==> config.mk <==
export PLATFORM = sky130hd
export DESIGN_NAME = proc_run_sequencer_flat
export DESIGN_NICKNAME = d
export VERILOG_FILES = /design/src/rtl/proc_run_sequencer_pkg.sv /design/src/rtl/proc_run_sequencer_if.sv /design/src/rtl/proc_run_sequencer_seq_wdog.sv /design/src/rtl/proc_run_sequencer.sv /design/src/flat_wrapper.sv
export SDC_FILE = /design/constraint.sdc
export NUM_CORES = 1
export LEC_CHECK = 0
export ABC_AREA = 1
export BUFFER_PORTS_ARGS = -buffer_cell sky130_fd_sc_hd__buf_2
export CORE_MARGIN = 5
export CORE_UTILIZATION = 45
export DETAILED_ROUTE_END_ITERATION = 8
export GPL_TIMING_DRIVEN = 0
export HOLD_SLACK_MARGIN = 0.1
export PLACE_DENSITY = 0.69
export REMOVE_ABC_BUFFERS = 1
export SYNTH_ARGS = -nofsm -noshare
export SYNTH_HDL_FRONTEND = slang
export SYNTH_HIERARCHICAL = 1
export SYNTH_SLANG_ARGS = --single-unit
export TNS_END_PERCENT = 100
==> constraint.sdc <==
create_clock -name Clock -period 3.5 [get_ports Clock]
set_input_delay 0.525 -clock Clock [delete_from_list [all_inputs] [get_ports Clock]]
set_output_delay 0.525 -clock Clock [all_outputs]
set_load 0.01 [all_outputs]
==> src/rtl/proc_run_sequencer_pkg.sv <==
// Shared definitions for the instruction-memory driven Run/DIN sequencer.
package proc_run_sequencer_pkg;

   localparam int DEF_TIMEOUT = 15;
   localparam int WDOG_W      = 8;

   typedef enum logic [2:0] {
      ST_IDLE     = 3'd0,
      ST_FETCH    = 3'd1,
      ST_WAIT_MEM = 3'd2,
      ST_ISSUE    = 3'd3,
      ST_EXEC     = 3'd4,
      ST_ERROR    = 3'd5
   } state_e;

   function automatic logic [15:0] sat_inc16(input logic [15:0] v);
      return (v == 16'hFFFF) ? v : v + 16'd1;
   endfunction

endpackage

==> src/rtl/proc_run_sequencer_if.sv <==
// ROM and processor-side bus of the sequencer; master is the sequencer.
interface proc_run_sequencer_if #(
   parameter int ADDR_W = 8,
   parameter int DATA_W = 16
);
   logic [ADDR_W-1:0] Mem_addr;
   logic              Mem_rd;
   logic [DATA_W-1:0] Mem_q;
   logic [DATA_W-1:0] DIN;
   logic              Run;
   logic              Done;

   modport master (output Mem_addr, Mem_rd, DIN, Run, input Mem_q, Done);
   modport slave  (input Mem_addr, Mem_rd, DIN, Run, output Mem_q, Done);
endinterface

==> src/rtl/proc_run_sequencer_seq_wdog.sv <==
// Clearable 8-bit up-counter flagging the last permitted EXEC cycle.
module seq_wdog
   import proc_run_sequencer_pkg::*;
#(
   parameter int TIMEOUT = DEF_TIMEOUT
) (
   input  logic clk,
   input  logic rst_n,
   input  logic clr,
   input  logic en,
   output logic expired
);
   logic [WDOG_W-1:0] cnt_q, cnt_d;

   always_comb begin
      cnt_d = cnt_q;
      if (clr)     cnt_d = '0;
      else if (en) cnt_d = cnt_q + WDOG_W'(1);
   end

   always_ff @(posedge clk or negedge rst_n) begin
      if (!rst_n) cnt_q <= '0;
      else        cnt_q <= cnt_d;
   end

   assign expired = (cnt_q == WDOG_W'(TIMEOUT - 1));
endmodule

==> src/rtl/proc_run_sequencer.sv <==
// Walks a ROM from Base_addr to End_addr, issuing each word to the processor
// with a one-cycle Run and waiting for Done (bounded by a watchdog).
module proc_run_sequencer
   import proc_run_sequencer_pkg::*;
#(
   parameter int ADDR_W  = 8,
   parameter int DATA_W  = 16,
   parameter int TIMEOUT = DEF_TIMEOUT
) (
   input  logic                 Clock,
   input  logic                 Resetn,
   input  logic                 Start,
   input  logic                 Stop,
   input  logic [ADDR_W-1:0]    Base_addr,
   input  logic [ADDR_W-1:0]    End_addr,
   proc_run_sequencer_if.master bus,
   output logic                 Busy,
   output logic                 Seq_done,
   output logic                 Err,
   output logic [15:0]          Instr_count
);
   state_e            state_q, state_d;
   logic [ADDR_W-1:0] pc_q, pc_d;
   logic [ADDR_W-1:0] end_q, end_d;
   logic [DATA_W-1:0] din_q, din_d;
   logic [15:0]       cnt_q, cnt_d;
   logic              stop_pend_q, stop_pend_d;
   logic              seq_done_q, seq_done_d;
   logic              err_q, err_d;
   logic              wdog_expired;
   logic              halt_now;

   seq_wdog #(.TIMEOUT(TIMEOUT)) u_wdog (
      .clk     (Clock),
      .rst_n   (Resetn),
      .clr     (state_q == ST_ISSUE),
      .en      (state_q == ST_EXEC),
      .expired (wdog_expired)
   );

   // A Stop arriving together with Done still ends the run after this word.
   assign halt_now = (pc_q == end_q) || stop_pend_q || Stop;

   always_comb begin
      state_d     = state_q;
      pc_d        = pc_q;
      end_d       = end_q;
      din_d       = din_q;
      cnt_d       = cnt_q;
      stop_pend_d = stop_pend_q;
      seq_done_d  = 1'b0;
      err_d       = err_q;
      case (state_q)
         ST_IDLE, ST_ERROR: begin
            if (Start) begin
               pc_d        = Base_addr;
               end_d       = End_addr;
               cnt_d       = '0;
               stop_pend_d = Stop;
               err_d       = 1'b0;
               state_d     = ST_FETCH;
            end
         end
         ST_FETCH: begin
            stop_pend_d = stop_pend_q | Stop;
            state_d     = ST_WAIT_MEM;
         end
         ST_WAIT_MEM: begin
            stop_pend_d = stop_pend_q | Stop;
            din_d       = bus.Mem_q;
            state_d     = ST_ISSUE;
         end
         ST_ISSUE: begin
            stop_pend_d = stop_pend_q | Stop;
            state_d     = ST_EXEC;
         end
         ST_EXEC: begin
            stop_pend_d = stop_pend_q | Stop;
            if (bus.Done) begin
               cnt_d = sat_inc16(cnt_q);
               if (halt_now) begin
                  seq_done_d = 1'b1;
                  state_d    = ST_IDLE;
               end else begin
                  pc_d    = pc_q + ADDR_W'(1);
                  state_d = ST_FETCH;
               end
            end else if (wdog_expired) begin
               err_d   = 1'b1;
               state_d = ST_ERROR;
            end
         end
         default: state_d = ST_IDLE;
      endcase
   end

   always_ff @(posedge Clock or negedge Resetn) begin
      if (!Resetn) begin
         state_q     <= ST_IDLE;
         pc_q        <= '0;
         end_q       <= '0;
         din_q       <= '0;
         cnt_q       <= '0;
         stop_pend_q <= 1'b0;
         seq_done_q  <= 1'b0;
         err_q       <= 1'b0;
      end else begin
         state_q     <= state_d;
         pc_q        <= pc_d;
         end_q       <= end_d;
         din_q       <= din_d;
         cnt_q       <= cnt_d;
         stop_pend_q <= stop_pend_d;
         seq_done_q  <= seq_done_d;
         err_q       <= err_d;
      end
   end

   assign bus.Mem_addr = pc_q;
   assign bus.Mem_rd   = (state_q == ST_FETCH);
   assign bus.Run      = (state_q == ST_ISSUE);
   assign bus.DIN      = din_q;
   assign Busy         = (state_q != ST_IDLE) && (state_q != ST_ERROR);
   assign Seq_done     = seq_done_q;
   assign Err          = err_q;
   assign Instr_count  = cnt_q;
endmodule

==> src/flat_wrapper.sv <==
// flat-port wrapper written by rule: the top's interface ports become plain ports
module proc_run_sequencer_flat import proc_run_sequencer_pkg::*;
#(
   parameter int ADDR_W  = 8,
   parameter int DATA_W  = 16,
   parameter int TIMEOUT = DEF_TIMEOUT
)
  (Clock, Resetn, Start, Stop, Base_addr, End_addr, Busy, Seq_done, Err, Instr_count, bus_Mem_addr, bus_Mem_rd, bus_DIN, bus_Run, bus_Mem_q, bus_Done);
  proc_run_sequencer_if #(.ADDR_W(ADDR_W), .DATA_W(DATA_W)) bus_i ();
  input  logic Clock;
  input  logic Resetn;
  input  logic Start;
  input  logic Stop;
  input  logic [ADDR_W-1:0] Base_addr;
  input  logic [ADDR_W-1:0] End_addr;
  output logic Busy;
  output logic Seq_done;
  output logic Err;
  output logic [15:0] Instr_count;
  output wire logic [$bits(bus_i.Mem_addr)-1:0] bus_Mem_addr;
  output wire logic [$bits(bus_i.Mem_rd)-1:0] bus_Mem_rd;
  output wire logic [$bits(bus_i.DIN)-1:0] bus_DIN;
  output wire logic [$bits(bus_i.Run)-1:0] bus_Run;
  input wire logic [$bits(bus_i.Mem_q)-1:0] bus_Mem_q;
  input wire logic [$bits(bus_i.Done)-1:0] bus_Done;
  assign bus_Mem_addr = bus_i.Mem_addr;
  assign bus_Mem_rd = bus_i.Mem_rd;
  assign bus_DIN = bus_i.DIN;
  assign bus_Run = bus_i.Run;
  assign bus_i.Mem_q = bus_Mem_q;
  assign bus_i.Done = bus_Done;
  proc_run_sequencer #(.ADDR_W(ADDR_W), .DATA_W(DATA_W), .TIMEOUT(TIMEOUT)) u_core (.Clock(Clock), .Resetn(Resetn), .Start(Start), .Stop(Stop), .Base_addr(Base_addr), .End_addr(End_addr), .bus(bus_i), .Busy(Busy), .Seq_done(Seq_done), .Err(Err), .Instr_count(Instr_count));
endmodule
Yosys cells after proc, flatten, opt, wreduce, memory -nomap -nowiden
Cells that the tools add are included.

Logic and storage cells: 69. Input bits: 37. Register bits after elaboration: 62. Output and inout bits: 45.

Reduce and logical (&&, ||, !) cells: 16. Muxes and demuxes: 24. $add $sub $neg: 3. Bitwise gates (word level): 1. Equal/unequal tests: 16.

Operators by type and width (number): 16-bit two-way mux (3); 8-bit two-way mux (5); 16-bit case mux with 2 select lines (1); 16-bit by 1-bit adder with 16-bit output (second input constant) (1); 8-bit by 1-bit adder with 8-bit output (second input constant) (2); 16-bit == test (second input constant) (1); 8-bit case mux with 2 select lines (1); 3-bit case mux with 5 select lines (1); 4-bit AND reduction (3); 2-bit inequality test (second input constant) (5); 3-bit two-way mux (3); 8-bit by 4-bit == test with 1-bit output (second input constant) (1); 8-bit == test (1); 1-bit two-way mux (8); 3-bit by 2-bit == test with 1-bit output (second input constant) (2); 3-bit == test (second input constant) (2); 2-bit AND reduction (3); 2-bit nonzero test (3); 1-bit case mux with 2 select lines (2); 4-bit OR reduction (1); 3-bit by 1-bit == test with 1-bit output (second input constant) (1); 3-bit zero test (1); 3-bit by 2-bit inequality test with 1-bit output (second input constant) (1); 3-bit inequality test (second input constant) (1); other kinds (6) (7).

Logic depth before layout (Yosys ltp)
Gate-level depths: netlist (run 1).

Depth in word-level cells: 6. Mapped depth: 12. Mapped depth without buffers: 11.

Modules after synthesis
Netlist (run 1), hierarchy kept.

By module, submodules not included: proc_run_sequencer (area an instance 3001.6 µm², instances 1, cells an instance 370, seq. area each 1351.3 µm²); seq_wdog (area an instance 447.9 µm², instances 1, cells an instance 59, seq. area each 200.2 µm²).

Worst setup path after synthesis (run 1)
OpenSTA, ideal clock, no wires.

Path kind: flip-flop to flip-flop. From: reg u_core.cnt_q[0], in the netlist u_core/Instr_count[0]. To: reg u_core.cnt_q[11], in the netlist u_core/Instr_count[11]. Arrival: 1.598 ns. Required time: 3.426 ns. Setup slack: 1.828 ns. Period minus slack after synthesis: 1.672 ns. Cell stages (with the launch flop): 9. Buffers on the path: 1. Library setup time: 0.074 ns. Cells stage by stage: dfrtp_1 -> ha_1 -> nand2_1 -> nor2_1 -> nand4_1 -> o21ai_4 -> buf_6 -> nand2_1 -> o21ai_2.

Cells in the longest elaborated chain, start to end: 4. Elaborated cells between the ends (all ways): 7. Those cells by class: 1 x add/sub; 2 x eq/ne; 3 x mux; 1 x reduce/logical.

RTL lines: start: declaration (line proc_run_sequencer.sv:26) `logic [15:0] cnt_q, cnt_d;`; start signal: assignment (line proc_run_sequencer.sv:112) `cnt_q <= cnt_d;`; 16-bit by 1-bit adder with 16-bit output (line proc_run_sequencer_pkg.sv:17) `return (v == 16'hFFFF) ? v : v + 16'd1;`; 16-bit two-way mux (line proc_run_sequencer_pkg.sv:17); 16-bit two-way mux (line proc_run_sequencer.sv:79) `if (bus.Done) begin`; 16-bit case mux with 2 select lines (line proc_run_sequencer.sv:53) `case (state_q)`.

Several ways; a longest one is shown, not always the timed one. The select of a mux whose other input is x is not followed. A chain may end at the register's enable or synchronous reset.

Worst setup path in the final report (run 1)
From: reg u_core.state_q[0]. To: reg u_core.cnt_q[8], in the netlist u_core/Instr_count[8].

Cells in the longest elaborated chain, start to end: 4. Elaborated cells between the ends (all ways): 10. Those cells by class: 5 x eq/ne; 1 x mux; 4 x reduce/logical.

RTL lines: start: declaration (line proc_run_sequencer.sv:22) `state_e state_q, state_d;`; start signal: assignment (line proc_run_sequencer.sv:108) `state_q <= state_d;`; 3-bit == test or 3-bit zero test (tied branches) (line proc_run_sequencer.sv:53); 2-bit OR reduction (line proc_run_sequencer.sv:53); 2-bit inequality test (no source line) or 2-bit nonzero test (tied branches); 4-bit AND reduction (no source line).

Several ways; a longest one is shown, not always the timed one.

==> summary.txt, run 1 <==
Vias in the first global route -> 3041
Clk_lat worst skew -> 0.35 ns
Area leader, netlist -> dfrtp_1
Post-synth ARST share -> 100.0%
Global-route wire length before repair -> 13640 µm
Synthesis warning total -> 6
Initial core utilization -> 45.35%
#FFs+latches synth -> 62
Max Fanout on Critical Path -> 28
Antenna diodes -> 0
Post-route ant nets -> 0
Die area -> 9517 µm²
Hold Crit Class -> input port to asynchronous set/reset pin
Pin count of the biggest net entering global routing -> 63
Drt wl/cell -> 12.38 µm
Clock-pin slew on the worst setup and hold paths -> 0.07 ns
IR drop worst, VDD -> 414.3 µV
GPL Wtd Cong -> 0.8128
Multi-input logic area -> 1668 µm²
Top FF cell, synth -> dfrtp_1
Final Skew -> 0.01081 ns
Post-synth top area share -> 44.98%
H-tree depth -> 3
Post-synth EDFFs -> 0
Detailed Route WL -> 7676 µm
CP Data Required Time -> 3.73 ns
Sequential cell area -> 1551 µm²
Power per Cell Area -> 718.3 nW/µm²
Top achievable clock speed -> 0.4040 GHz
First-pass DRT Iterations -> 4
Crit path time final -> 2.475 ns
Max-Cap Viols -> 0
Vias/cell -> 4.837
R2r setup slk -> 1.02 ns
CTS tree -> yes
Sequential area share after synthesis -> 44.98%
Max-slew violations -> 0
Area delta synth->final -> 18.93%
Post-Syn Area per Cell -> 8.041 µm²
Grt total ovfl -> 0
Setup_tns -> 0 ns
Status -> completed
PortBufs -> 81
Leakage -> 0.002086 µW
RSZ-0062 raised after global routing -> no
CP Class -> flop to flop
Root buffer cell -> clkbuf_8
Resize count post-CTS -> 0
Clk buf depth -> 2
Relative slew slack -> 47.55%
Hpwl dp -> 5536 µm
Die Ht -> 97.56 µm
Hold-fix buffers, CTS -> 0
FILL cells -> 744
Via count -> 2999
Row count -> 32
Final setup fails -> 0
Layout cell share with drive strength beyond 1 -> 28.76%
Mapped cell area -> 3450 µm²
Worst-margin pin slew -> 0.7838 ns
Crit start category -> flop
CTS Sinks -> 62
Fin nets -> 554
CORE AREA -> 7607 µm²
Crit end category -> flop
Fin util -> 53.93%
Top area cells in the synthesized netlist -> dfrtp_1 (45%), nand2_1 (15%), mux2_2 (6.2%), nand3_1 (4.8%), inv_1 (4.4%)
Cell variety after synth -> 34
Fin crit share -> 70.73%
I/O pin cnt -> 82
Gr usage total -> 17.22%
TritonCTS buffer count -> 9
Cells after synthesis -> 429
Die Wd -> 97.56 µm
Endpoints failing hold -> 0
Worst path arrival time -> 2.71 ns
Setup bufs post-CTS -> 0
Initial DRC Count -> 103
Initial antenna violation count -> 0
Detailed-route DRC error count -> 0
==> Yosys cell counts, types with 4 or more instances <==
master   number
dfrtp_1      62
nand2_1     138
a21oi_1      10
inv_2         6
nor3_1        4
nand2_2       5
xor2_1        4
nand4_1       9
xnor2_1       5
o21ai_2       9
o21ai_0      12
mux2_2       19
ha_1          4
buf_2         4
nor2_1       38
inv_1        40
nand3_1      33
==> state kept, by name (all words and copies together) (netlist names) <==
name                 cells
u_core/Err               1
u_core/Instr_count      16
u_core/Seq_done          1
u_core/bus.DIN          16
u_core/bus.Mem_addr      8
u_core/end_q             8
u_core/state_q           3
u_core/stop_pend_q       1
u_core/u_wdog/cnt_q      8
==> through the flow <==
step / hold slack, ns / instances / setup WS, ns / area (µm²) / total power (µW)
after global routing: 0.3307 / 620 / 0.7367 / 4103 / 3206
after detailed placement: 0.4800 / 604 / 1.038 / 3928 / 2411
after CTS: 0.2916 / 620 / 1.016 / 4103 / 2982
final: 0.2702 / 620 / 1.025 / 4103 / 2947
after floorplan: 0.2294 / 421 / 1.482 / 3392 / 1999
after global placement: 0.4778 / 604 / 1.067 / 3925 / 2366
==> final cells by class <==
cell class / count / share of cell area (%)
clock buffers: 9 / 3.019
repair buffers: 81 / 9.942
flip-flops and latches: 62 / 37.82
inverters: 46 / 4.209
multi-input cells: 313 / 40.65
clock inverters: 7 / 1.250
well taps: 102 / 3.111
==> power by group <==
| part | leakage [µW] | internal [µW] | switching [µW] | total, µW |
|---|---|---|---|---|
| clock | 0.0000852 | 257 | 302 | 559 |
| combinational | 0.00122 | 501 | 740 | 1240 |
| sequential | 0.000781 | 952 | 194 | 1150 |
==> metal layers <==
layer  global-route usage (%)  wire, µm
met1                    21.68      3533
met2                    27.83      3572
met3                    5.528       465
met4                    5.964       104
met5                        0         0
==> path summary, 6_finish.rpt <==
kind | start | endpoint | cells after the start
worst max-delay path | u_core/state_q[0] | u_core/Instr_count[8] | 8
worst min-delay path | Resetn | u_core/u_wdog/cnt_q[7] | 1
worst max register to register | u_core/state_q[0] | u_core/Instr_count[8] | 8
worst min register to register | u_core/stop_pend_q | u_core/stop_pend_q | 1
max in group asynchronous | Resetn | u_core/stop_pend_q | 1
min in group Clock | Start | u_core/Err | 2
==> cell usage in the layout (no fill, tap or decap), drive strengths merged <==
| master | Yosys | layout |
|---|---|---|
| nand2 | 144 | 144 |
| buf | 7 | 81 |
| dfrtp | 62 | 62 |
| inv | 46 | 46 |
| nor2 | 44 | 44 |
| nand3 | 34 | 34 |
| o21ai | 25 | 25 |
| mux2 | 19 | 19 |
| a21oi | 10 | 10 |
| clkbuf | 1 | 9 |
| nand4 | 9 | 9 |
| xnor2 | 5 | 5 |
| nor3 | 5 | 5 |
| clkinv | 0 | 5 |
| xor2 | 4 | 4 |
| ha | 4 | 4 |
| or2 | 3 | 3 |
| clkinvlp | 0 | 2 |
| nand3b | 2 | 2 |
| a32o | 1 | 1 |
| a31oi | 1 | 1 |
| o21bai | 1 | 1 |
| o311ai | 1 | 1 |
| nor4 | 1 | 1 |
==> worst max-delay path: stages, from the launching register on <==
cell     delay, ns
dfrtp_1       0.45
nor2_4        0.20
nand2_4       0.16
inv_2         0.38
nand2_2       0.12
o21ai_4       0.65
inv_1         0.23
nand2_1       0.11
nand2_1       0.05
==> cell families (layout without fill, tap and decap cells) <==
logic type                 after synthesis  count (layout)  share of synthesized area, %
AOI/OAI and AO/OA                       39              39                         7.327
xor gates and xnor gates                 9               9                         2.285
adders and majority gates                4               4                         1.451
buffers and inverters                   54             143                         6.674
DFF                                     62              62                         44.98
muxes                                   19              19                         6.203
and+or+nand+nor                        242             242                         31.08
(Power assumes the default switching activity.)
==> run 2: changes to the inputs <==
ABC_AREA = 0   (was 1)
clock period = 2.3 ns   (was 3.5 ns; I/O delays follow)
==> summary.txt, run 2 <==
Leakage -> 0.001752 µW (-16%)
Power per Cell Area -> 1169 nW/µm² (+63%)
Hpwl dp -> 5331 µm (-3.7%)
Synthesis warning total -> 6 (unchanged)
Layout cell share with drive strength beyond 1 -> 32.53% (+3.8 points)
RR Endpoint -> u_core/u_wdog/cnt_q[7]
Cell variety after synth -> 52 (+53%)
CTS tree -> yes
Top-count cell post-synth -> dfrtp_1
Die Wd -> 94.96 µm (-2.7%)
Worst Path Buf+Inv -> 1 (-1)
Max-Cap Viols -> 0 (unchanged)
Post-synth top area share -> 47.77% (+2.8 points)
R2r setup slk -> 0.16 ns (-0.86 ns)
Most frequent cells in the layout -> buf_2 (80), dfrtp_1 (60), nand2_1 (50)
Max-slew violations -> 0 (unchanged)
Final hold slack -> 0.08194 ns (-0.1883 ns)
Post-route ant nets -> 0 (unchanged)
Detailed-route DRC error count -> 0 (unchanged)
Final Skew -> 0.008663 ns (-0.002151 ns)
Crit end category -> flop
PnR worst setup slack -> 0.1641 ns (-0.8605 ns)
Initial DRC Count -> 149 (+45%)
Max Fanout on Critical Path -> 11 (-61%)
IR drop worst, VDD -> 652.1 µV (+57%)
Worst-margin pin slew -> 1.192 ns (+0.4084 ns)
Top achievable clock speed -> 0.4682 GHz (+16%)
PortBufs -> 81 (unchanged)
CORE AREA -> 7137 µm² (-6.2%)
Row count -> 31 (-3.1%)
Status -> completed
CP Data Required Time -> 2.57 ns (-1.16 ns)
Via count -> 2822 (-5.9%)
TritonCTS buffer count -> 9 (unchanged)
Initial core utilization -> 45.51% (+0.17 points)
Pin count of the biggest net entering global routing -> 63 (unchanged)
Global-route wire length before repair -> 13370 µm (-2.0%)
Post-synth EDFFs -> 0 (unchanged)
Sequential area share after synthesis -> 47.77% (+2.8 points)
Endpoints failing hold -> 0 (unchanged)
Fin nets -> 451 (-19%)
Vias/cell -> 5.490 (+14%)
Post-layout power -> 4606 µW (+56%)
Crit-path cells -> inv_1 > nor2_4 > o21ai_0 > or4_1 > a21oi_1
Crit start category -> flop
#FFs+latches synth -> 62 (unchanged)
Fin crit share -> 92.87% (+22 points)
H-tree depth -> 3 (unchanged)
Die area -> 9017 µm² (-5.2%)
Antenna diodes -> 0 (unchanged)
Mapped cell area -> 3248 µm² (-5.8%)
Crit path time final -> 2.136 ns (-0.3395 ns)
Detailed Route WL -> 8037 µm (+4.7%)
Gr usage total -> 19.07% (+1.9 points)
Grt total ovfl -> 0 (unchanged)
Worst Setup SP -> u_core/state_q[1]
Final setup fails -> 0 (unchanged)
First-pass DRT Iterations -> 4 (unchanged)
Top area cells in the synthesized netlist -> dfrtp_1 (48%), nand2_1 (5.9%), mux2_2 (5.5%), nor2_1 (2.5%), xnor2_1 (2.4%)
Area leader, netlist -> dfrtp_1
Reg2Reg Launch Point -> u_core/state_q[1]
Vias in the first global route -> 2807 (-7.7%)
Dpl ws -> -1.418 ns (-2.456 ns)
Critical path's slowest cell -> dfrtp_1
Most common cell after layout, fill and taps aside -> buf_2
Post-Syn Area per Cell -> 9.754 µm² (+21%)
Root buffer cell -> clkbuf_8
R2R cell count -> 5 (-3)
Hold Crit Class -> input port to asynchronous set/reset pin
Clk buf depth -> 2 (unchanged)
CP delay by family, top -> simple AND/OR/NAND/NOR gates
Worst path arrival time -> 2.40 ns (-0.31 ns)
CTS Sinks -> 62 (unchanged)
Drt wl/cell -> 15.64 µm (+26%)
Top FF cell, synth -> dfrtp_1
Die Ht -> 94.96 µm (-2.7%)
Initial antenna violation count -> 0 (unchanged)
Slowest stage delay, CP -> 0.60 ns (-0.05 ns)
I/O pin cnt -> 82 (unchanged)
CP Class -> flop to flop
GPL Wtd Cong -> 0.7541 (-7.2%)
Clock-pin slew on the worst setup and hold paths -> 0.07 ns (about the same)
Top cells by count, synth -> dfrtp_1 (62), nand2_1 (51), nor2_1 (22)
Cells after synthesis -> 333 (-22%)
Relative slew slack -> 20.17% (-27 points)
Clk_lat worst skew -> 0.34 ns (about the same)
Area delta synth->final -> 21.34%
Post-synth ARST share -> 100.0% (unchanged)
[run 2: changes by cell type after synthesis, moves of 9 or more]
cell / delta
a31oi_1: +11
inv_1: -35
nand2_1: -87
nand3_1: -19
nor2_1: -16
o21ai_2: -9
[run 2: logic make-up after synthesis]
family	count (synthesis)	share of synthesized area (%)
AND/OR/NAND/NOR	146	23.15
AO/OA/AOI/OAI	68	14.29
flip-flops	62	47.77
buffers and inverters	22	3.583
multiplexers	18	6.163
XOR/XNOR	13	3.505
adder cells (fa/ha/maj)	4	1.541
[run 2: worst max path at each step]
stage	end	slack [ns]	depth (start not counted)
floorplan	u_core/Instr_count[12]	-0.47	5
global placement	u_core/Instr_count[12]	-1.38	5
detailed placement	u_core/Instr_count[12]	-1.42	5
CTS	u_core/Instr_count[12]	-0.06	5
global route	u_core/u_wdog/cnt_q[7]	-0.02	5
finish	u_core/u_wdog/cnt_q[7]	0.16	5
[run 2: per-stage QoR]
step / setup TNS, ns / util, % / std cells / cell area (µm²)
floorplan: -2.258 / - / 316 / 3151
global placement: -17.03 / 51.56 / 496 / 3680
detailed placement: -17.52 / 51.60 / 496 / 3682
CTS: -0.05734 / 55.05 / 514 / 3929
global route: -0.01675 / 55.22 / 514 / 3941
finish: 0 / 55.22 / 514 / 3941
[run 2: what timing repair did]
action	in CTS	in global routing
buffers inserted	1	0
endpoints found under the setup margin	46	10
resized for setup	6	5
hold buffers	0	0
cloned	1	0
[run 2: per-layer routing]
metal  routed length, µm  vias to the layer above  global-route usage, %
li1                    -                     1366                      -
met1                3591                     1380                  24.61
met2                4012                       63                  31.24
met3                 290                       13                  3.745
met4                 142                        0                  7.933
met5                   0                        -                      0
[run 2: worst register-to-register path: cells and delay by family (launching register included)]
family	cells	cell delay, ns
flip-flops	1	0.60
buffers and inverters	1	0.27
AND/OR/NAND/NOR	2	0.82
AO/OA/AOI/OAI	2	0.38
[run 2: report_power, final]
| group | internal, µW | total [µW] | switching, µW |
|---|---|---|---|
| clock network | 526 | 960 | 434 |
| registers | 1440 | 1840 | 395 |
| logic | 834 | 1810 | 974 |
[run 2: layout make-up]
cell class              instances  area (µm²)
clock buffers                  10       137.6
clock inverters                 6       61.31
fillers                       704        3196
inverters                       5       18.77
multi-input cells             250        1630
flip-flops and latches         62        1554
well taps                      99       123.9
repair buffers                 82       415.4
